==> src/rtl/binary_to_bcd_seq.sv <==
// Sequential double-dabble binary-to-BCD converter: one operand bit per cycle, result BIN_W cycles after accept.
// Backpressure: in_ready only in IDLE; the result holds in DONE until out_ready, with no bypass.
module binary_to_bcd_seq #(
  parameter int BIN_W  = 10,
  parameter int DIGITS = 4
) (
  input  logic                  clk,
  input  logic                  rst,
  input  logic                  in_valid,
  output logic                  in_ready,
  input  logic [BIN_W-1:0]      in_bin,
  input  logic                  in_signed,
  output logic                  out_valid,
  input  logic                  out_ready,
  output logic [4*DIGITS-1:0]   out_bcd,
  output logic                  out_neg,
  output logic                  out_ovf
);

  localparam int CNT_W = $clog2(BIN_W + 1);
  localparam int BCD_W = 4 * DIGITS;

  if (BIN_W < 2) begin : g_bad_bin_w
    $error("binary_to_bcd_seq: BIN_W must be at least 2");
  end
  if (DIGITS < 1) begin : g_bad_digits
    $error("binary_to_bcd_seq: DIGITS must be at least 1");
  end

  typedef enum logic [1:0] {IDLE, SHIFT, DONE} state_t;

  state_t             state;
  logic [BIN_W-1:0]   mag;
  logic [BCD_W-1:0]   digits;
  logic [CNT_W-1:0]   cnt;
  logic               neg;
  logic               ovf;

  logic [BCD_W-1:0]   adj;
  logic [BCD_W-1:0]   digits_nxt;
  logic               ovf_nxt;
  logic               take_neg;

  assign in_ready  = (state == IDLE);
  assign out_valid = (state == DONE);
  assign take_neg  = in_signed && in_bin[BIN_W-1];

  // Add-3 correction so each digit carries correctly into the next on the shift.
  always_comb begin
    adj = digits;
    for (int k = 0; k < DIGITS; k++) begin
      if (digits[4*k +: 4] > 4'd4) begin
        adj[4*k +: 4] = digits[4*k +: 4] + 4'd3;
      end
    end
  end

  // A one leaving the top digit means the value no longer fits in DIGITS digits.
  assign digits_nxt = {adj[BCD_W-2:0], mag[BIN_W-1]};
  assign ovf_nxt    = ovf | adj[BCD_W-1];

  always_ff @(posedge clk or posedge rst) begin
    if (rst) begin
      state   <= IDLE;
      mag     <= '0;
      digits  <= '0;
      cnt     <= '0;
      neg     <= 1'b0;
      ovf     <= 1'b0;
      out_bcd <= '0;
      out_neg <= 1'b0;
      out_ovf <= 1'b0;
    end else begin
      case (state)
        IDLE: begin
          if (in_valid) begin
            mag    <= take_neg ? (~in_bin + BIN_W'(1)) : in_bin;
            neg    <= take_neg;
            digits <= '0;
            ovf    <= 1'b0;
            cnt    <= CNT_W'(BIN_W);
            state  <= SHIFT;
          end
        end
        SHIFT: begin
          digits <= digits_nxt;
          mag    <= {mag[BIN_W-2:0], 1'b0};
          ovf    <= ovf_nxt;
          cnt    <= cnt - CNT_W'(1);
          if (cnt == CNT_W'(1)) begin
            out_bcd <= digits_nxt;
            out_ovf <= ovf_nxt;
            out_neg <= neg;
            state   <= DONE;
          end
        end
        DONE: begin
          if (out_ready) begin
            state <= IDLE;
          end
        end
        default: state <= IDLE;
      endcase
    end
  end

endmodule

==> config.mk <==
export PLATFORM = sky130hd
export DESIGN_NAME = binary_to_bcd_seq
export DESIGN_NICKNAME = d
export VERILOG_FILES = /design/src/rtl/binary_to_bcd_seq.sv
export SDC_FILE = /design/constraint.sdc
export NUM_CORES = 1
export LEC_CHECK = 0
export CAP_MARGIN = 20
export CORE_MARGIN = 5
export CORE_UTILIZATION = 55
export DETAILED_ROUTE_END_ITERATION = 8
export PLACE_DENSITY_LB_ADDON = 0.08
export SYNTH_ARGS = -nofsm -noshare
export SYNTH_HDL_FRONTEND = slang
export SYNTH_SLANG_ARGS = --single-unit
==> constraint.sdc <==
create_clock -name clk -period 2.75 [get_ports clk]
set_input_delay 0.275 -clock clk [delete_from_list [all_inputs] [get_ports clk]]
set_output_delay 0.275 -clock clk [all_outputs]
set_load 0.03 [all_outputs]
==> run_results.csv, run 1 <==
group,metric,value,unit
critical_path,path_buf_inv,3,
logic_synthesis,yosysTopAreaCellShare,0.480,
critical_path,cp_max_fo,6,
floorplanning,std_cell_rows,25,
logic_synthesis,synth_seq_area_share,0.480,
critical_path,startpoint_type,"flip-flop",
logic_synthesis,synth-main-ff-cell,"dfrtp_1",
finish,drive_gt1_frac,0.125,
critical_path,rr_worst_depth,5,
placement,io_buffer_count,34,
critical_path,worstPathCellList,"inv_1 > nand2_1 > inv_1 > clkdlybuf4s50_1",
pwr,p_leak,1.40,nW
critical_path,cp_top_family,"buffers and inverters",
clock_network,cts-root-buf,"clkbuf_8",
drt,first_pass_iters,4,
critical_path,endpoint_kind,"primary output",
sta,setup_tns,0,ns
logic_synthesis,synth_common_cells,"52 x dfrtp_1, 40 x nand2_1, 31 x o21ai_0",
finish,final_core_util,0.670,
floorplanning,die_w,80.2,um
pwr,vdd_drop_max,788,uV
global_route,gr-usage-all-layers,0.174,
global_route,overflow,0,
critical_path,path_class,"reg2out",
clock_network,clockBufferDepth,2,
finish,area_growth,17.6,%
sta,worst_pin_slew,0.739,ns
clock_network,cts_max_level,2,
critical_path,crit_start,"state[0]$_DFFE_PP0P_",
global_route,antenna_found_initial,0,
logic_synthesis,synth_warnings,0,
critical_path,r2r-start,"cnt[1]$_DFFE_PP0P_",
clock_network,clk-insertion-delay-late,0.30,ns
drt,avgRoutedWirePerCell,13.1,um
critical_path,rrSetupSlack,1.10,ns
drt,ant_nets,0,
logic_synthesis,syn_area,0.00271,mm^2
placement,dp_hpwl,3660,um
clock_network,cts_setup_buffers,0,
critical_path,crit_path_end,"out_valid",
logic_synthesis,synth_top_cell_by_area,"dfrtp_1",
global_route,grt_pass1_vias,1913,
sta,setup_viol,0,
sta,rsz0062_at_grt,"no",
hold_path,holdCritPathClass,"in2async",
floorplanning,start_util,0.570,
logic_synthesis,ys_ff_latch,52,
global_route,grt_max_degree,36,
finish,diodes,0,
sta,skew,0.00779,ns
logic_synthesis,avgSynthCellArea,9.81,um^2
logic_synthesis,synth-edff-count,0,
job,maxCapViolations,0,
drt,drt_iter0_drc,96,
placement,finalWeightedCongestion,0.835,
logic_synthesis,async_flop_share,1.00,
drt,avgViaCountPerCell,5.24,
sta,period_share,0.717,
sta,fmax,0.507,GHz
clock_network,clock-sinks,52,
global_route,use_met1,0.216,
clock_network,hold_buffers,0,
global_route,met2_usage,0.287,
logic_synthesis,synth_area_leaders,"dfrtp_1 48%, o21ai_0 5.7%, nand2_1 5.5%",
sta,hold_viol,0,
critical_path,crit_path_frequent_cell,"inv_1",
clock_network,clk_pin_slew,0.09,ns
critical_path,crit_arrival,1.70,ns
drt,drcViolationCount,0,
logic_synthesis,netlist_instances,276,
clock_network,cts_tree,"done",
run_status,status,"finished clean",
critical_path,reg2reg_to,"out_neg$_DFFE_PP0P_",
critical_path,cp.depth,4,
drt,route.vias.total,1979,
drt,totalWireLength,4970,um
logic_synthesis,synthesis.nets,302,
floorplanning,boundaryPins,35,
critical_path,worst_path_max_delay_cell,"clkdlybuf4s50_1",
pwr,power_density,1210,mW/mm^2
critical_path,critPathMaxStageDelay,0.66,ns
finish,fin_nets,336,
global_route,use_met3,0.0448,
sta,post-route-min-period,1.97,ns
sta,max_slew_margin,0.507,
logic_synthesis,yosysMostFrequentCell,"dfrtp_1",
logic_synthesis,synth.distinct_cells,36,
critical_path,required,2.48,ns
global_route,grt_pass1_wl,8640,um
floorplanning,die_area,0.00643,mm^2
sta,slew_viol_final,0,
clock_network,post_cts_resized,0,
floorplanning,core,0.00475,mm^2
global_route,grt.busiest_layer,"met2",
floorplanning,die_h,80.2,um
clock_network,cts_buffers,5,
-- worst min-delay path by stage --
stage | from | to | slack (ns) | depth (start not counted)
after global placement | out_bcd[13]$_DFFE_PP0P_ | out_bcd[13]$_DFFE_PP0P_ | 0.46 | 2
after global routing | rst | out_bcd[9]$_DFFE_PP0P_ | 0.38 | 2
final | rst | digits[8]$_DFFE_PP0P_ | 0.34 | 2
after detailed placement | out_bcd[13]$_DFFE_PP0P_ | out_bcd[13]$_DFFE_PP0P_ | 0.46 | 2
after floorplan | out_ready | state[1]$_DFFE_PP0P_ | 0.38 | 1
after CTS | rst | out_ovf$_DFFE_PP0P_ | 0.35 | 2
-- state kept, by name, summed over array words and instances, names as in the netlist, 2 cells and up --
| signal | flops |
|---|---|
| digits | 16 |
| out_bcd | 16 |
| cnt | 4 |
| state | 2 |
| mag | 10 |
-- power breakdown --
group	internal, mW	switching [mW]	total, mW
Sequential	1.11	0.250	1.37
Combinational	0.897	1.15	2.05
Clock	0.201	0.239	0.440
Total	2.21	1.64	3.85
-- per-layer routing --
| layer | wire (um) | vias to the layer above |
|---|---|---|
| met1 | 2330 | 922 |
| met3 | 214 | 8 |
| met2 | 2330 | 36 |
| li1 | - | 1013 |
| met4 | 91 | 0 |
| met5 | 0 | - |
-- layout by cell type, fill, tap and decap left out, types with 2 or more instances in the layout --
| master | n |
|---|---|
| a211oi_1 | 2 |
| a21oi_1 | 15 |
| a22oi_1 | 7 |
| a31oi_1 | 4 |
| and2_4 | 3 |
| buf_4 | 2 |
| clkbuf_8 | 6 |
| clkdlybuf4s50_1 | 34 |
| clkinv_2 | 2 |
| dfrtp_1 | 52 |
| ha_1 | 11 |
| inv_1 | 20 |
| mux2_4 | 5 |
| nand2_1 | 40 |
| nand2b_1 | 4 |
| nand3_1 | 2 |
| nor2_1 | 7 |
| nor3_1 | 13 |
| o21ai_0 | 31 |
| o21ai_1 | 10 |
| o21ai_2 | 11 |
| xnor2_1 | 14 |
-- per-stage QoR --
stage / hold slack, ns / worst slack, ns / area [um^2] / power [mW] / std cells
floorplan: 0.383 / 1.22 / 2710 / 2.92 / 276
global placement: 0.460 / 0.967 / 3090 / 3.39 / 370
detailed placement: 0.464 / 0.950 / 3090 / 3.45 / 370
CTS: 0.352 / 0.757 / 3180 / 3.90 / 378
global route: 0.377 / 0.665 / 3180 / 4.19 / 378
finish: 0.340 / 0.777 / 3180 / 3.85 / 378
-- kinds of logic after synthesis --
group	share of synthesized area
adders and majority gates	0.0508
buffers and inverters	0.0573
xor gates and xnor gates	0.0453
muxes	0.0356
and+or+nand+nor	0.137
AOI/OAI and AO/OA	0.194
DFF	0.480
-- layout make-up --
type | instances | area [um^2]
fillers | 405 | 1570
flip-flops and latches | 52 | 1300
multi-input cells | 193 | 1250
repair buffers | 37 | 375
well taps | 67 | 83.8
clock buffers | 6 | 82.6
inverters | 21 | 78.8
clock inverters | 2 | 10.0
Power figures use the tool's default switching activity.
==> run 2: changes to the inputs <==
CORE_UTILIZATION = 50   (was 55)
clock period = 1.8 ns   (was 2.75 ns; I/O delays follow)
==> run 2 against run 1 <==
  * Sequential power is 53% higher
  * Sequential share of layout area down 0.71 points
  * Power is 54% higher
  * Combinational power rose by 54%
  * Critical path type unchanged
  * Critical endpoint unchanged
  * Core utilization down 4.3 points
  * Register-to-register slack worse by 0.88 ns
  * Via count grew 3.0%
  * Worst hold slack worse by 0.17 ns
  * Cell area is 1.8% higher
  * Worst setup slack lost 0.59 ns
  * Largest cell class unchanged
  * Final cell count up 2.4%
  * Flip-flop and latch count stayed put
==> run_results.csv, run 2 (synthesis results as in run 1) <==
group,metric,value,unit
pwr,vdd_drop_max,806,uV
critical_path,path_class,"reg2out",
clock_network,clockBufferDepth,2,
finish,drive_gt1_frac,0.136,
global_route,antenna_found_initial,0,
finish,multi_input_area,0.00125,mm^2
critical_path,rrSetupSlack,0.22,ns
critical_path,crit_arrival,1.43,ns
floorplanning,core,0.00517,mm^2
finish,area_growth,19.6,%
floorplanning,die_area,0.00699,mm^2
clock_network,cts_max_level,2,
global_route,overflow,0,
critical_path,crit_start,"state[0]$_DFFE_PP0P_",
finish,layout_commonest_cell,"dfrtp_1",
critical_path,crit_path_frequent_cell,"inv_1",
floorplanning,std_cell_rows,26,
drt,totalWireLength,4990,um
pwr,swShare,0.422,
pwr,power_density,1830,mW/mm^2
global_route,grt_pass1_vias,2067,
sta,slew_viol_final,0,
sta,setup_ws,0.190,ns
critical_path,reg2reg_to,"digits[10]$_DFFE_PP0P_",
critical_path,endpoint_kind,"primary output",
sta,max_slew_margin,0.740,
pwr,seqPwrFrac,0.354,
critical_path,worstPathCellList,"inv_1 > nand2_1 > inv_1 > dlygate4sd2_1",
sta,skew,0.00478,ns
critical_path,critPathMaxStageDelay,0.46,ns
drt,drt_iter0_drc,85,
global_route,gr-usage-all-layers,0.152,
finish,postLayoutCellArea,0.00324,mm^2
critical_path,rr_worst_depth,6,
clock_network,clock-sinks,52,
floorplanning,die_h,83.6,um
pwr,combPwrFrac,0.533,
clock_network,clk-insertion-delay-late,0.30,ns
placement,post-place-ws,0.0976,ns
drt,avgRoutedWirePerCell,12.9,um
finish,layout_common_cells,"52 x dfrtp_1, 40 x nand2_1, 32 x clkdlybuf4s50_1, 31 x o21ai_0, 20 x inv_1",
drt,route.vias.total,2038,
placement,dp_hpwl,3790,um
job,maxCapViolations,0,
finish,fin_nets,342,
floorplanning,boundaryPins,35,
drt,avgViaCountPerCell,5.27,
pwr,p_leak,1.44,nW
sta,fmax,0.621,GHz
sta,setup_tns,0,ns
finish,diodes,0,
clock_network,cts_tree,"done",
run_status,status,"finished clean",
placement,finalWeightedCongestion,0.849,
drt,ant_nets,0,
critical_path,cp_max_fo,6,
clock_network,cts-root-buf,"clkbuf_8",
pwr,power.net_switching,2.50,mW
placement,io_buffer_count,34,
floorplanning,start_util,0.524,
pwr,clkPwrFrac,0.113,
sta,hold_viol,0,
drt,drcViolationCount,0,
sta,rsz0062_at_grt,"no",
sta,worst_pin_slew,0.389,ns
global_route,grt_max_degree,33,
floorplanning,die_w,83.6,um
critical_path,startpoint_type,"flip-flop",
critical_path,crit_path_end,"out_valid",
placement,dpl_cell_area,0.00315,mm^2
sta,post-route-min-period,1.61,ns
critical_path,worst_path_max_delay_cell,"dfrtp_1",
sta,setup_viol,0,
sta,period_share,0.895,
finish,nFillCells,451,
finish,reg_top3,"digits x16, out_bcd x16, mag x10",
critical_path,required,1.62,ns
pwr,power.internal,3.42,mW
critical_path,r2r-start,"digits[8]$_DFFE_PP0P_",
hold_path,holdCritPathClass,"in2async",
global_route,grt_pass1_wl,9070,um
drt,first_pass_iters,4,
clock_network,clk_pin_slew,0.09,ns
finish,seqCellArea,0.00130,mm^2
clock_network,cts_setup_buffers,0,
clock_network,cts_buffers,5,
run 2: cell types whose count changed in the layout (fill, tap and decap cells not counted):
cell,delta
clkdlybuf4s50_1,-2
dlygate4sd2_1,+2
clkbuf_1,+2
clkinv_2,-2
buf_4,+5
buf_12,+1
run 2: what timing repair did:
| action | in CTS | in global routing |
|---|---|---|
| resized for setup | 2 | 0 |
| hold buffers | 0 | 0 |
| setup endpoints to repair | 2 | 0 |
run 2: critical path: cells and delay by family, from the launching register on:
| family | cells | cell delay, ns |
|---|---|---|
| buffers and inverters | 3 | 0.59 |
| flip-flops | 1 | 0.46 |
| AND/OR/NAND/NOR | 1 | 0.08 |
run 2: metal layers:
metal,share of wire,track usage,up-vias,routed length [um]
met5,0,0,-,0
met4,0.0096,0.0395,0,48
met3,0.042,0.0316,6,209
met2,0.47,0.253,40,2360
met1,0.48,0.201,957,2370
li1,-,-,1035,-
run 2: worst min path at each step:
stage                                  startpoint                      end  slack, ns
after floorplan                         out_ready     state[1]$_DFFE_PP0P_       0.29
after global placement     out_bcd[9]$_DFFE_PP0P_   out_bcd[9]$_DFFE_PP0P_       0.46
after detailed placement  out_bcd[13]$_DFFE_PP0P_  out_bcd[13]$_DFFE_PP0P_       0.47
after CTS                                     rst       mag[4]$_DFFE_PP0P_       0.18
after global routing                          rst       mag[4]$_DFFE_PP0P_       0.21
final                                         rst       mag[4]$_DFFE_PP0P_       0.17
run 2: cell type report:
cell class | instances | area share
tap | 70 | 0.0270
clock buffer | 8 | 0.0278
timing repair buffer | 43 | 0.133
multi-input combinational | 193 | 0.386
sequential | 52 | 0.402
inverter | 21 | 0.0243
run 2: power groups by stage:
stage / clock, mW / sequential (mW) / combinational (mW)
global placement: 0 / 2.10 / 3.15
detailed placement: 0 / 2.11 / 3.22
floorplan: 0 / 2.35 / 2.10
global route: 0.731 / 2.16 / 3.56
CTS: 0.696 / 2.09 / 3.21
finish: 0.672 / 2.09 / 3.15
run 2: metrics by stage:
stage / std cells / hold WS, ns / power [mW] / utilization
after global routing: 387 / 0.207 / 6.45 / 0.627
after detailed placement: 379 / 0.465 / 5.33 / 0.610
after floorplan: 276 / 0.288 / 4.46 / -
final: 387 / 0.171 / 5.92 / 0.627
after global placement: 379 / 0.459 / 5.25 / 0.610
after CTS: 387 / 0.178 / 6.00 / 0.627
